`config.mk`:
```
export PLATFORM = sky130hd
export DESIGN_NAME = instr_fetch_flat
export DESIGN_NICKNAME = d
export VERILOG_FILES = /design/src/rtl/instr_fetch_if.sv /design/src/rtl/instr_fetch.sv /design/src/flat_wrapper.sv
export SDC_FILE = /design/constraint.sdc
export NUM_CORES = 1
export LEC_CHECK = 0
export CAP_MARGIN = 20
export CORE_UTILIZATION = 54
export DETAILED_ROUTE_END_ITERATION = 12
export GPL_TIMING_DRIVEN = 1
export PLACE_DENSITY_LB_ADDON = 0.15
export RECOVER_POWER = 100
export SLEW_MARGIN = 40
export SYNTH_ARGS = -nofsm -noshare
export SYNTH_HDL_FRONTEND = slang
export SYNTH_SLANG_ARGS = --single-unit
```
`constraint.sdc`:
```
create_clock -name clk -period 3.7 [get_ports clk]
set_input_delay 0.74 -clock clk [delete_from_list [all_inputs] [get_ports clk]]
set_output_delay 0.74 -clock clk [all_outputs]
set_load 0.05 [all_outputs]
```
`src/rtl/instr_fetch_if.sv`:
```
// Instruction-memory bus between the fetch stage and imem.
// master = fetch (issues requests), slave = imem (accepts, returns data).
interface instr_fetch_if;
    logic        imem_req;
    logic [31:0] imem_addr;
    logic        imem_ready;
    logic        imem_rvalid;
    logic [31:0] imem_rdata;

    modport master (
        output imem_req,
        output imem_addr,
        input  imem_ready,
        input  imem_rvalid,
        input  imem_rdata
    );

    modport slave (
        input  imem_req,
        input  imem_addr,
        output imem_ready,
        output imem_rvalid,
        output imem_rdata
    );
endinterface

```
`src/rtl/instr_fetch.sv`:
```
// Instruction fetch stage: PC owner, DEPTH-entry prefetch buffer, redirect flush.
// Optional FETCH_ALIGN_CHECK_EN: misaligned redirect targets halt fetch.
module instr_fetch #(
    parameter logic [31:0] RESET_PC = 32'h0000_0000,
    parameter int          DEPTH    = 2
) (
    input  logic          clk,
    input  logic          rst_n,
    instr_fetch_if.master imem,
    output logic          instr_valid,
    output logic [31:0]   instr,
    output logic [31:0]   instr_pc,
    input  logic          instr_ready,
    input  logic          redirect,
    input  logic [31:0]   redirect_pc,
    output logic          fetch_misaligned
);
    localparam int AW = $clog2(DEPTH);
    localparam int CW = AW + 1;
    localparam logic [CW-1:0] FULL = CW'(DEPTH);
    localparam logic [31:0]   NOP  = 32'h0000_0013;

    typedef enum logic [1:0] {
        BOOT,
        RUN,
        HALT
    } state_t;

    state_t state;
    state_t state_nxt;

    logic [31:0]   fetch_pc;
    logic [31:0]   resp_pc;
    logic [31:0]   buf_data [DEPTH];
    logic [31:0]   buf_pc   [DEPTH];
    logic [AW-1:0] rd_ptr;
    logic [AW-1:0] wr_ptr;
    logic [CW-1:0] count;
    logic [CW-1:0] outstanding;
    logic [CW-1:0] discard;
    logic [CW-1:0] count_left;
    logic [CW-1:0] pend;
    logic [CW:0]   occupancy;
    logic [31:0]   target;
    logic          bad_target;
    logic          issue;
    logic          accept;
    logic          rsp;
    logic          keep;
    logic          pop;

`ifdef FETCH_ALIGN_CHECK_EN
    assign target     = redirect_pc;
    assign bad_target = |redirect_pc[1:0];
`else
    logic unused_low_bits;
    assign unused_low_bits = ^redirect_pc[1:0];
    assign target          = {redirect_pc[31:2], 2'b00};
    assign bad_target      = 1'b0;
`endif

    // Slots freed by this cycle's pop count as credit so a drained
    // buffer refills without a bubble.
    assign pop        = instr_valid & instr_ready;
    assign count_left = count - CW'(pop);
    assign occupancy  = {1'b0, count_left} + {1'b0, outstanding};

    assign issue  = (state == RUN) && !redirect
                  && (occupancy < {1'b0, FULL});
    assign accept = issue & imem.imem_ready;

    // A response with nothing outstanding is a leftover from before reset.
    assign rsp  = imem.imem_rvalid && (outstanding != '0);
    assign keep = rsp && (discard == '0) && !redirect;
    assign pend = outstanding - CW'(rsp);

    assign imem.imem_req  = issue;
    assign imem.imem_addr = fetch_pc;

    assign instr_valid = (count != '0);
    assign instr       = instr_valid ? buf_data[rd_ptr] : NOP;
    assign instr_pc    = instr_valid ? buf_pc[rd_ptr] : resp_pc;

    always_comb begin
        state_nxt = state;
        if (redirect)
            state_nxt = bad_target ? HALT : RUN;
        else if (state == BOOT)
            state_nxt = RUN;
    end

    always_ff @(posedge clk or negedge rst_n) begin
        if (!rst_n)
            state <= BOOT;
        else
            state <= state_nxt;
    end

    always_ff @(posedge clk or negedge rst_n) begin
        if (!rst_n) begin
            fetch_pc    <= RESET_PC;
            resp_pc     <= RESET_PC;
            outstanding <= '0;
            discard     <= '0;
        end else begin
            outstanding <= outstanding + CW'(accept) - CW'(rsp);
            if (redirect) begin
                fetch_pc <= target;
                resp_pc  <= target;
                discard  <= (pend > FULL) ? FULL : pend;
            end else begin
                if (accept)
                    fetch_pc <= fetch_pc + 32'd4;
                if (keep)
                    resp_pc <= resp_pc + 32'd4;
                if (rsp && (discard != '0))
                    discard <= discard - CW'(1);
            end
        end
    end

    always_ff @(posedge clk or negedge rst_n) begin
        if (!rst_n) begin
            rd_ptr <= '0;
            wr_ptr <= '0;
            count  <= '0;
        end else if (redirect) begin
            rd_ptr <= '0;
            wr_ptr <= '0;
            count  <= '0;
        end else begin
            if (keep)
                wr_ptr <= wr_ptr + AW'(1);
            if (pop)
                rd_ptr <= rd_ptr + AW'(1);
            count <= count + CW'(keep) - CW'(pop);
        end
    end

    always_ff @(posedge clk or negedge rst_n) begin
        if (!rst_n) begin
            for (int i = 0; i < DEPTH; i++) begin
                buf_data[i] <= '0;
                buf_pc[i]   <= '0;
            end
        end else if (keep) begin
            buf_data[wr_ptr] <= imem.imem_rdata;
            buf_pc[wr_ptr]   <= resp_pc;
        end
    end

`ifdef FETCH_ALIGN_CHECK_EN
    logic misaligned;

    always_ff @(posedge clk or negedge rst_n) begin
        if (!rst_n)
            misaligned <= 1'b0;
        else if (redirect)
            misaligned <= bad_target;
    end

    assign fetch_misaligned = misaligned;
`else
    assign fetch_misaligned = 1'b0;
`endif

    a_no_overflow: assert property (
        @(posedge clk) disable iff (!rst_n)
        !(keep && (count == FULL))
    );

endmodule

```
`src/flat_wrapper.sv`:
```
// flat-port wrapper written by rule: the top's interface ports become plain ports
module instr_fetch_flat 
#(
    parameter logic [31:0] RESET_PC = 32'h0000_0000,
    parameter int          DEPTH    = 2
)
  (clk, rst_n, instr_valid, instr, instr_pc, instr_ready, redirect, redirect_pc, fetch_misaligned, imem_imem_req, imem_imem_addr, imem_imem_ready, imem_imem_rvalid, imem_imem_rdata);
  instr_fetch_if imem_i ();
  input  logic clk;
  input  logic rst_n;
  output logic instr_valid;
  output logic [31:0] instr;
  output logic [31:0] instr_pc;
  input  logic instr_ready;
  input  logic redirect;
  input  logic [31:0] redirect_pc;
  output logic fetch_misaligned;
  output wire logic [$bits(imem_i.imem_req)-1:0] imem_imem_req;
  output wire logic [$bits(imem_i.imem_addr)-1:0] imem_imem_addr;
  input wire logic [$bits(imem_i.imem_ready)-1:0] imem_imem_ready;
  input wire logic [$bits(imem_i.imem_rvalid)-1:0] imem_imem_rvalid;
  input wire logic [$bits(imem_i.imem_rdata)-1:0] imem_imem_rdata;
  assign imem_imem_req = imem_i.imem_req;
  assign imem_imem_addr = imem_i.imem_addr;
  assign imem_i.imem_ready = imem_imem_ready;
  assign imem_i.imem_rvalid = imem_imem_rvalid;
  assign imem_i.imem_rdata = imem_imem_rdata;
  instr_fetch #(.RESET_PC(RESET_PC), .DEPTH(DEPTH)) u_core (.clk(clk), .rst_n(rst_n), .imem(imem_i), .instr_valid(instr_valid), .instr(instr), .instr_pc(instr_pc), .instr_ready(instr_ready), .redirect(redirect), .redirect_pc(redirect_pc), .fetch_misaligned(fetch_misaligned));
endmodule
```
# Word-level counts from Yosys, hierarchy flattened

Cells that the tools add are included.

Reduce and logical (&&, ||, !) cells: 18
Order comparisons: 5
Bitwise gates (word level): 4
Equality and inequality tests: 1
Multiplexer cells: 26
Add/subtract/negate cells: 12

Operators with widths:

| kind                                                                          | number |
|---|---|
| 32-bit 2-to-1 mux                                                             | 13 |
| 64-bit bitwise mux                                                            | 2 |
| 32-bit by 3-bit adder with 32-bit output (second input constant)              | 2 |
| 32-bit demux with 1-bit select                                                | 1 |
| 2-bit nonzero test                                                            | 8 |
| 2-bit 2-to-1 mux                                                              | 6 |
| 2-bit by 1-bit subtractor with 2-bit output                                   | 4 |
| 1-bit logical AND                                                             | 7 |
| 2-bit by 1-bit adder with 2-bit output                                        | 2 |
| 2-bit greater-or-equal comparator (second input constant)                     | 2 |
| 2-bit logical NOT                                                             | 2 |
| 1-bit 2-to-1 mux                                                              | 4 |
| 1-bit inverter with 2-bit output                                              | 2 |
| 2-bit by 2-bit adder with 3-bit output                                        | 1 |
| 3-bit by 2-bit less-than comparator with 1-bit output (second input constant) | 1 |
| 1-bit adder (second input constant)                                           | 2 |
| 1-bit bitwise AND                                                             | 2 |
| 2-bit by 1-bit == test with 1-bit output (second input constant)              | 1 |
| 2-bit greater-than comparator (second input constant)                         | 1 |
| 2-bit by 1-bit less-than comparator with 1-bit output (second input constant) | 1 |
| 2-bit by 1-bit subtractor with 2-bit output (second input constant)           | 1 |
| 1-bit logical NOT                                                             | 1 |

Logic and storage cells: 78
Input bits: 70
Flip-flop bits (word level): 202
Output and inout port bits: 99

# Longest topological paths before layout

Depth after elaboration: 9
Mapped depth: 11
Gate-level depth less buffers: 10

# Worst setup path before layout

No wires, ideal clock.

Path kind: input to register
Start point: in instr_ready
End point: reg u_core.fetch_pc[30], in the netlist u_core.imem.imem_addr[30]
Arrival time: 2.991 ns
Cell stages on the path: 11
Required time: 3.575 ns
Setup slack: 0.584 ns
Buffers on the path: 1
Library setup time: 0.125 ns
Cells stage by stage: nand2_1 > mux2i_1 > nand2_1 > fa_1 > and4b_1 > nand2_1 > inv_2 > buf_2 > nand4_1 > xnor2_1 > mux2_2

Longest elaborated chain between the ends: 7

RTL lines:

| what                                                  | RTL line           | text |
|---|---|---|
| start: declaration                                    | flat_wrapper.sv:14 | `input logic instr_ready;` |
| 1-bit bitwise AND                                     | instr_fetch.sv:64  | `assign pop = instr_valid & instr_ready;` |
| 2-bit by 1-bit subtractor with 2-bit output           | instr_fetch.sv:65  | `assign count_left = count - CW'(pop);` |
| 2-bit by 2-bit adder with 3-bit output                | instr_fetch.sv:66  | `assign occupancy = {1'b0, count_left} + {1'b0, outstanding};` |
| 3-bit by 2-bit less-than comparator with 1-bit output | instr_fetch.sv:69  | `&& (occupancy < {1'b0, FULL});` |
| 1-bit logical AND                                     | instr_fetch.sv:69  |  |
| named net imem_imem_req                               | flat_wrapper.sv:18 | `output wire logic [$bits(imem_i.imem_req)-1:0] imem_imem_req;` |
| 1-bit bitwise AND                                     | instr_fetch.sv:70  | `assign accept = issue & imem.imem_ready;` |
| 2-bit nonzero test (no source line)                   | -                  |  |
| end signal: assignment                                | instr_fetch.sv:108 | `fetch_pc <= target;` |
| end signal: assignment                                | instr_fetch.sv:113 | `fetch_pc <= fetch_pc + 32'd4;` |
| end: declaration                                      | instr_fetch.sv:32  | `logic [31:0] fetch_pc;` |

The timed path passes the listed nets, and every way through them passes these cells.
A chain may end at the register's enable or synchronous reset.

# Worst setup path after layout

Start point: in instr_ready
End point: out imem_imem_req

Longest elaborated chain between the ends: 5

RTL lines:

| what                                                  | RTL line |
|---|---|
| 1-bit bitwise AND                                     | instr_fetch.sv:64 |
| 2-bit by 1-bit subtractor with 2-bit output           | instr_fetch.sv:65 |
| 2-bit by 2-bit adder with 3-bit output                | instr_fetch.sv:66 |
| 3-bit by 2-bit less-than comparator with 1-bit output | instr_fetch.sv:69 |
| 1-bit logical AND                                     | instr_fetch.sv:69 |
| end: declaration                                      | flat_wrapper.sv:18 |

No other way between the ends.

==> metrics.txt <==
# TYPE chip_impl_metric gauge
chip_impl_metric{name="quantity_of_i_o_buffers_inserted_on_ports",unit=""} 161
chip_impl_info{name="run_status",value="finished with violations"} 1
chip_impl_metric{name="detail_route.wirelength",unit="um"} 21900
chip_impl_metric{name="post-route-cell-area",unit="um2"} 11900
chip_impl_metric{name="die_width",unit="um"} 135
chip_impl_metric{name="floorplan.initialDensity",unit=""} 0.554
chip_impl_metric{name="timing.slew.headroom",unit=""} -0.356
chip_impl_metric{name="num_io_pins",unit=""} 169
chip_impl_metric{name="placed_area",unit="um2"} 11500
chip_impl_metric{name="post_synthesis_register_bit_count",unit=""} 193
chip_impl_metric{name="synth_warnings",unit=""} 0
chip_impl_info{name="synth_ff_type",value="sky130_fd_sc_hd__dfrtp_1"} 1
chip_impl_metric{name="post-cts-setup-buffer-count",unit=""} 0
chip_impl_metric{name="postSynthCellCount",unit=""} 864
chip_impl_metric{name="achievable-frequency",unit="MHz"} 284
chip_impl_metric{name="tritoncts_num_sinks",unit=""} 193
chip_impl_metric{name="timing_worst_slew_pin_value",unit="ps"} 2030
chip_impl_metric{name="synth_edf_count",unit=""} 0
chip_impl_info{name="grt_setup_unrepaired",value="false"} 1
chip_impl_metric{name="areaGrowthSynthToFinish",unit="%"} 24.0
chip_impl_metric{name="globalRoute.totalOverflow",unit=""} 0
chip_impl_metric{name="vias_per_cell",unit=""} 5.77
chip_impl_metric{name="core-area",unit="um2"} 17400
chip_impl_metric{name="crit_required",unit="ps"} 2960
chip_impl_metric{name="power.combinational.fraction",unit=""} 0.315
chip_impl_metric{name="grt_antenna_before_repair",unit=""} 0
chip_impl_info{name="violations",value="capacitance limit, slew limit"} 1
chip_impl_metric{name="dieArea",unit="um2"} 18400
chip_impl_metric{name="final.period_utilization",unit=""} 0.953
chip_impl_info{name="tritoncts",value="yes"} 1
chip_impl_metric{name="utilization",unit=""} 0.688
chip_impl_metric{name="n_fill_cell",unit=""} 1363
chip_impl_metric{name="max_cap_violations",unit=""} 2
chip_impl_metric{name="clockBufferDepth",unit=""} 2
chip_impl_metric{name="worstPathBufferInverterCount",unit=""} 3
chip_impl_metric{name="cts_clock_pin_slew_for_the_worst_setup_and_hold_paths",unit="ps"} 70
chip_impl_info{name="worst_path_most_repeated_cell",value="sky130_fd_sc_hd__nand2_1"} 1
chip_impl_metric{name="vdd_drop_max",unit="uV"} 363
chip_impl_info{name="min_path_type",value="reg2reg"} 1
chip_impl_metric{name="cp.arrival",unit="ps"} 2790
chip_impl_info{name="crit_type",value="in2out"} 1
chip_impl_info{name="timing.critical_path.max_delay_family",value="buffers and inverters"} 1
chip_impl_metric{name="finalPower",unit="W"} 0.00734
chip_impl_info{name="critPathSlowestCell",value="sky130_fd_sc_hd__clkdlybuf4s50_1"} 1
chip_impl_metric{name="critical-path-max-stage-delay",unit="ps"} 540
chip_impl_metric{name="net-switching-power",unit="W"} 0.00247
chip_impl_metric{name="skew",unit="ps"} 8.01
chip_impl_metric{name="fp_rows",unit=""} 48
chip_impl_metric{name="detail_route.iter0.violations",unit=""} 469
chip_impl_metric{name="route.detailed.wl_per_inst",unit="um"} 17.6
chip_impl_metric{name="die_height",unit="um"} 135
chip_impl_metric{name="cts_hold_repair.buffers",unit=""} 0
chip_impl_metric{name="insertedDiodeCount",unit=""} 0
chip_impl_metric{name="p_int",unit="W"} 0.00487
chip_impl_metric{name="syn_area_per_cell",unit="um2"} 11.1
chip_impl_info{name="synth.largest_area_cell",value="sky130_fd_sc_hd__dfrtp_1"} 1
chip_impl_info{name="synth.area.top_cells",value="sky130_fd_sc_hd__dfrtp_1, sky130_fd_sc_hd__mux2_2, sky130_fd_sc_hd__mux2i_1"} 1
chip_impl_metric{name="worst_skew_pair.late_latency",unit="ps"} 420
chip_impl_info{name="layout_commonest_cell",value="sky130_fd_sc_hd__dfrtp_1"} 1
chip_impl_metric{name="drc_errors",unit=""} 0
chip_impl_metric{name="dp_hpwl",unit="um"} 14800
chip_impl_metric{name="ctsResizeCount",unit=""} 0
chip_impl_metric{name="finalCriticalPeriod",unit="ps"} 3530
chip_impl_metric{name="drt_pre_antenna_iters",unit=""} 5
chip_impl_info{name="crit_path_end_kind",value="output pin"} 1
chip_impl_info{name="crit_start_category",value="primary input"} 1
chip_impl_info{name="timing.critical_path.cells",value="clkdlybuf4s50_1 -> nand2_1 -> mux2i_1 -> nand2_1 -> fa_1 -> and4b_1 -> clkbuf_1 -> buf_12"} 1
chip_impl_metric{name="setup_violations",unit=""} 0
chip_impl_metric{name="pin_count_of_the_biggest_net_entering_global_routing",unit=""} 91
chip_impl_metric{name="drtAntennaViolNets",unit=""} 0
chip_impl_metric{name="p_seq_frac",unit=""} 0.442
chip_impl_metric{name="numCtsBuffers",unit=""} 17
chip_impl_metric{name="netlist-cell-type-count",unit=""} 55
chip_impl_metric{name="synth_async_reset_ratio",unit=""} 1.00
chip_impl_metric{name="post_route_cells_drive_above_1_share",unit=""} 0.171
chip_impl_metric{name="clock_power_share",unit=""} 0.243
chip_impl_metric{name="first_global_vias",unit=""} 7025
chip_impl_metric{name="final-max-slew-violation-count",unit=""} 125
chip_impl_info{name="cell_at_the_root_of_the_clock_tree",value="sky130_fd_sc_hd__clkbuf_16"} 1
chip_impl_metric{name="final_nets",unit=""} 1085
chip_impl_metric{name="grt_util_all_layers",unit=""} 0.250
chip_impl_metric{name="syn-cell-area",unit="um2"} 9620
chip_impl_metric{name="place.gp.congestion",unit=""} 0.874
chip_impl_metric{name="htree_num_levels",unit=""} 4
chip_impl_metric{name="place_ws",unit="ps"} -107
chip_impl_metric{name="yosysTopAreaCellShare",unit=""} 0.502
chip_impl_metric{name="leakagePower",unit="nW"} 5.10
chip_impl_metric{name="cellPowerDensity",unit="nW/um2"} 615
chip_impl_metric{name="wire_length_of_the_first_global_routing_pass",unit="um"} 35900
chip_impl_info{name="final_cell_mix",value="sky130_fd_sc_hd__dfrtp_1, sky130_fd_sc_hd__mux2_2, sky130_fd_sc_hd__nand2_1, sky130_fd_sc_hd__dlygate4sd3_1"} 1
chip_impl_metric{name="detailroute.via_count",unit=""} 7188
chip_impl_metric{name="power.share.switching",unit=""} 0.337
chip_impl_metric{name="path_max_fanout",unit=""} 4
chip_impl_metric{name="hold_violations",unit=""} 0
chip_impl_metric{name="final.setup.worst_slack",unit="ps"} 175
chip_impl_metric{name="synth_sequential_area_ratio",unit=""} 0.502
## synthesized netlist by cell type, drive strengths merged (2+ instances only)
cell type,count
o21a,2
nand3,28
ha,6
o211ai,15
nand4,23
o21ai,67
nand2b,3
xnor2,7
nor2b,2
and3,12
nor3,5
mux2i,66
buf,38
nor2,48
nand2,98
conb,2
or4,2
or3,2
and4,6
a31oi,7
dfrtp,193
clkbuf,20
xor2,28
nor4,2
mux2,128
and2,7
o311ai,11
a21oi,9
o31a,2
inv,15
## registers in the layout, summed over array words and instances (netlist names), 2 cells and up
register,count
u_core.buf_data,64
u_core.count,2
u_core.discard,2
u_core.resp_pc,30
u_core.outstanding,2
u_core.buf_pc,60
u_core.imem.imem_addr,30
## routing by layer
metal	wire, um	vias to the layer above	track usage
met5	0	-	0
met4	313	0	0.0774
met3	1360	22	0.0378
met2	10100	263	0.393
met1	10200	3562	0.359
li1	-	3341	-
## worst paths after layout
path                                    start                   endpoint  slack [ps]  cells after the start
hold / removal             u_core.buf_data[7]         u_core.buf_data[7]         490                      1
setup reg to reg            u_core.discard[0]        u_core.buf_data[21]         430                      7
min in group asynchronous               rst_n        u_core.buf_data[56]         890                      1
max in group asynchronous               rst_n  u_core.imem.imem_addr[25]         700                      2
setup / recovery                  instr_ready              imem_imem_req         170                      8
hold reg to reg            u_core.buf_data[7]         u_core.buf_data[7]         490                      1
## cell families after synthesis
| family | count (synthesis) | share of synthesized area |
|---|---|---|
| simple gates | 243 | 0.125 |
| mux | 194 | 0.218 |
| flops | 193 | 0.502 |
| compound gates | 117 | 0.0742 |
| buf+inv | 73 | 0.0381 |
| xor+xnor | 35 | 0.0319 |
| fa+ha+maj | 7 | 0.00988 |
| other cells | 2 | 0.000780 |
## per-stage QoR
stage	TNS, ps	hold WS [ps]	cells
final	0	488	1245
after global routing	0	514	1245
after detailed placement	-786	478	1214
after global placement	0	466	1214
after floorplan	0	444	868
after CTS	0	379	1245
## cell type report
cell class / count / area (um2) / area share
clock buffers: 18 / 429 / 0.0360
clock inverters: 13 / 139 / 0.0116
inverters: 15 / 56.3 / 0.00472
multi-input cells: 602 / 4430 / 0.371
flip-flops and latches: 193 / 4830 / 0.405
well taps: 225 / 282 / 0.0236
repair buffers: 179 / 1770 / 0.148
## power groups by stage
stage               clock, W  combinational, W  sequential, W
finish               0.00178           0.00231        0.00325
global route         0.00191           0.00252        0.00335
CTS                  0.00182           0.00242        0.00325
detailed placement         0           0.00240        0.00329
global placement           0           0.00235        0.00326
floorplan                  0           0.00165        0.00328
Power figures use the tool's default switching activity.
==> RTL edit 1, RTL diff (same flow settings) <==
Encoding of `state_t`: now one-hot (3 bits for 3 states).
--- a/src/rtl/instr_fetch.sv
+++ b/src/rtl/instr_fetch.sv
@@ -20,10 +20,10 @@
     localparam logic [CW-1:0] FULL = CW'(DEPTH);
     localparam logic [31:0]   NOP  = 32'h0000_0013;
 
-    typedef enum logic [1:0] {
-        BOOT,
-        RUN,
-        HALT
+    typedef enum logic [2:0] {
+        BOOT = 3'b001,
+        RUN  = 3'b010,
+        HALT = 3'b100
     } state_t;
 
     state_t state;
Check against the original RTL: no difference found for any inputs over 4 cycles, from zero or initial values and one cycle with rst_n low; so few cycles prove little.
==> RTL edit 1 against the original RTL <==
  * The run still ends with max-capacitance violations, max-slew violations left
  * Worst setup slack lost 6.9 ps
  * Clock skew down 0.60 ps
  * Routed wire length shrank 2.9%
  * Fmax down 0.19%
  * Cell area rose by 1.4%
  * Sequential cell count grew 1
  * Sequential share of layout area decreased by 0.34 points
  * Synthesized area about the same
  * Highest routed layer unchanged
  * Power increased by 5.5%
  * Die area hardly changed
==> RTL edit 1: results (changes against the original RTL) <==
[run_status]
outcome = finished, violations left
violations = max-capacitance violations, max-slew violations

[grt]
grt_max_degree = 77  ; -15%
grt_pass1_vias = 6920  ; -1.5%
grt_pass1_wl_microns = 34750  ; -3.1%
grt_usage_pct = 24.37  ; -0.67 points

[logic_synthesis]
synth_common_cells = 193 x dfrtp_1, 133 x mux2_2, 102 x nand2_1
synth-seq-area-share_pct = 50.47  ; +0.28 points
synth_area_leaders = dfrtp_1 50%, mux2_2 16%, mux2i_1 6.7%
synthCells = 867  ; +0.35%
synthDistinctLibCells = 48  ; -13%

[job]
cap_violations = 2  ; unchanged

[drt]
drt-initial-drc-count = 333  ; -29%
drt_wl_total_microns = 21250  ; -2.9%
num_vias = 7155  ; -0.46%

[worst_hold_path]
hold_start = u_core.state[1]
hold_depth = 1  ; unchanged
holdPathEnd = u_core.state[1]

[placement]
gp_congestion = 0.9121  ; +4.4%
hpwl_microns = 14560  ; -1.6%
place_inst = 1226  ; +0.99%

[power_and_ir_drop]
p_switching_mw = 2.537  ; +2.6%
p_leak_nw = 5.168  ; +1.3%
vdd_drop_max_v = 0.0003866  ; +6.4%

[cells_and_area]
fin_cells = 1258  ; +1.0%
drive_above_1_share_pct = 18.30  ; +1.2 points
final_nets = 1097  ; +1.1%

[timing]
clock_skew_ps = 7.407  ; -0.6000 ps
timing.slew.headroom_pct = -23.49  ; +12 points
drv_slew = 134  ; +7.2%
whs_ps = 494.8  ; +6.270 ps

[critical_path]
crit-reg2reg-capture = u_core.buf_data[43]
critical_path.max_stage_delay_ps = 590  ; +50 ps
r2r_setup_slack_ps = 550  ; +120 ps

[clock_tree]
ctsResizeCount = 0  ; unchanged

## RTL edit 1: power groups by stage
stage / clock [mW] / combinational [mW] / sequential [mW]
finish: 2.02 / 2.43 / 3.30
global route: 2.13 / 2.64 / 3.40
CTS: 2.05 / 2.53 / 3.30
detailed placement: 0 / 2.52 / 3.33
global placement: 0 / 2.47 / 3.30
floorplan: 0 / 1.72 / 3.35
## RTL edit 1: kinds of logic after synthesis
group	after synthesis	synth area share, %
and+or+nand+nor	250	12.70
muxes	197	22.22
DFF	194	50.47
AOI/OAI and AO/OA	110	6.918
buffers and inverters	69	3.108
xor gates and xnor gates	39	3.550
adders and majority gates	7	0.9883
other	1	0.03897
## RTL edit 1: worst max path at each step
stage | end | cells past startpoint | start
6_report | imem_imem_req | 8 | instr_ready
5_1_grt | imem_imem_req | 8 | instr_ready
4_1_cts | imem_imem_req | 8 | instr_ready
3_5_place_dp | u_core.imem.imem_addr[4] | 12 | instr_ready
3_3_place_gp | u_core.imem.imem_addr[15] | 12 | instr_ready
2_1_floorplan | instr_pc[10] | 4 | u_core.rd_ptr
## RTL edit 1: per-layer routing
layer  GRT usage (%)  vias to the layer above  part of all wire [%]
li1                -                     3369                     -
met1           35.05                     3544                    48
met2           38.03                      216                    46
met3           3.741                       26                   4.8
met4           7.553                        0                   1.5
met5               0                        -                     0
## RTL edit 1: stage by stage
stage,area [sq um],setup slack (ps)
floorplan,9637,650.8
global placement,11540,133.0
detailed placement,11540,130.1
CTS,12190,166.7
global route,12100,51.22
finish,12100,168.0
## RTL edit 1: final cells by class
cell class,instances,area (sq um)
Clock buffer,22,474.2
Clock inverter,10,178.9
Fill cell,1347,5254
Inverter,17,63.81
Multi-Input combinational cell,608,4463
Sequential cell,194,4860
Tap cell,225,281.5
Timing Repair Buffer,182,1782
==> RTL edit 2, RTL diff (config.mk and constraints unchanged) <==
Made on the original files. `DEPTH` is set to 2 in 2 places; all go to 4.
--- a/src/rtl/instr_fetch.sv
+++ b/src/rtl/instr_fetch.sv
@@ -2,7 +2,7 @@
 // Optional FETCH_ALIGN_CHECK_EN: misaligned redirect targets halt fetch.
 module instr_fetch #(
     parameter logic [31:0] RESET_PC = 32'h0000_0000,
-    parameter int          DEPTH    = 2
+    parameter int          DEPTH    = 4
 ) (
     input  logic          clk,
     input  logic          rst_n,
--- a/src/flat_wrapper.sv
+++ b/src/flat_wrapper.sv
@@ -2,7 +2,7 @@
 module instr_fetch_flat 
 #(
     parameter logic [31:0] RESET_PC = 32'h0000_0000,
-    parameter int          DEPTH    = 2
+    parameter int          DEPTH    = 4
 )
   (clk, rst_n, instr_valid, instr, instr_pc, instr_ready, redirect, redirect_pc, fetch_misaligned, imem_imem_req, imem_imem_addr, imem_imem_ready, imem_imem_rvalid, imem_imem_rdata);
   instr_fetch_if imem_i ();
Behaviour: not the same (a bounded check fails within 4 cycles, from zero or initial values and one cycle with rst_n low).
==> RTL edit 2 against the original RTL <==
  * The run ends with max-capacitance violations, max-slew violations, negative setup slack left
  * Fmax decreased by 4.8%
  * Worst setup slack got worse by 180 ps
  * Cell area increased by 55%
  * Synthesized area increased by 64%
  * Via count increased by 40%
  * Sequential cell count increased by 129
  * Critical path depth increased by 3
  * Power increased by 100%
  * Routed wire length increased by 61%
  * Sequential share of layout area increased by 3.0 points
  * Highest routed layer unchanged
==> RTL edit 2: results (changes against the original RTL) <==
[timing]
drv_slew = 89  ; -29%
setup_viol = 1  ; +1
clock_skew_ps = 7.564  ; -0.4431 ps
setup_ws_ps = -2.168  ; -177.0 ps
tns_ps = -2.168  ; -2.168 ps

[cells_and_area]
clkCellAreaFrac_pct = 6.139  ; +1.4 points
top_regs = u_core.buf_data x128, u_core.buf_pc x120
fin_cells = 1750  ; +41%
buffers_excl_clock = 200  ; +12%
inv_count = 21  ; +6

[grt]
grt_pass1_vias = 10580  ; +51%
use_met1_pct = 36.21  ; +0.31 points
grt_use_met2_pct = 39.30  ; about the same

[logic_synthesis]
synth_common_cells = 322 x dfrtp_1, 235 x mux2_2, 113 x nand2_1
synth_compound_area_share_pct = 1.879  ; -5.5 points
synthAdderAreaFrac_pct = 1.760  ; +0.77 points
synth_area_leaders = dfrtp_1 51%, mux2_2 17%, mux4_2 8.8%
syn_avg_cell_area_sq_um = 13.34  ; +20%

[critical_path]
crit_family = simple AND/OR/NAND/NOR gates
critical_path.max_stage_delay_ps = 490  ; -50 ps

[drt]
wl_per_cell_microns = 20.13  ; +14%
wl_met2_microns = 16790  ; +67%
drt-initial-drc-count = 515  ; +9.8%
wl_met3_microns = 1622  ; +19%
wl_met1_microns = 16260  ; +60%

[job]
cap_violations = 2  ; unchanged

[placement]
hpwl_microns = 22180  ; +50%
place_area_sq_um = 17670  ; +54%
place_ws_ps = -268.0  ; -161.4 ps
place_inst = 1682  ; +39%

[power_and_ir_drop]
power_frac_comb_pct = 43.6  ; +12 points
seq-power_mw = 4.93  ; +52%
vdd_drop_max_v = 0.0004552  ; +25%

[run_status]
violations = max-capacitance violations, max-slew violations, negative setup slack
outcome = finished, violations left

[clock_tree]
cts_buffers = 37  ; +20
cts_htree_levels = 2  ; -2

## RTL edit 2: changes by cell type in the layout (fill, tap and decap cells not counted), moves of 30 or more
cell	before	now
mux2_2	120	235
mux4_2	0	62
dfrtp_1	192	321
dlygate4sd3_1	93	33
clkbuf_2	3	65
and2_1	4	34
mux2i_1	66	2
o21ai_0	66	11
mux2_1	8	43
## RTL edit 2: path summary, 6_finish.rpt
| check | from | end | slack, ps | depth (start not counted) |
|---|---|---|---|---|
| max | u_core.count[0] | imem_imem_req | -2 | 11 |
| min reg2reg | u_core.buf_pc[38] | u_core.buf_pc[38] | 480 | 1 |
| min | u_core.buf_pc[38] | u_core.buf_pc[38] | 480 | 1 |
| max in group asynchronous | rst_n | u_core.buf_pc[48] | 530 | 2 |
| min in group asynchronous | rst_n | u_core.buf_data[70] | 1190 | 1 |
| max reg2reg | u_core.count[0] | u_core.imem.imem_addr[9] | 160 | 16 |
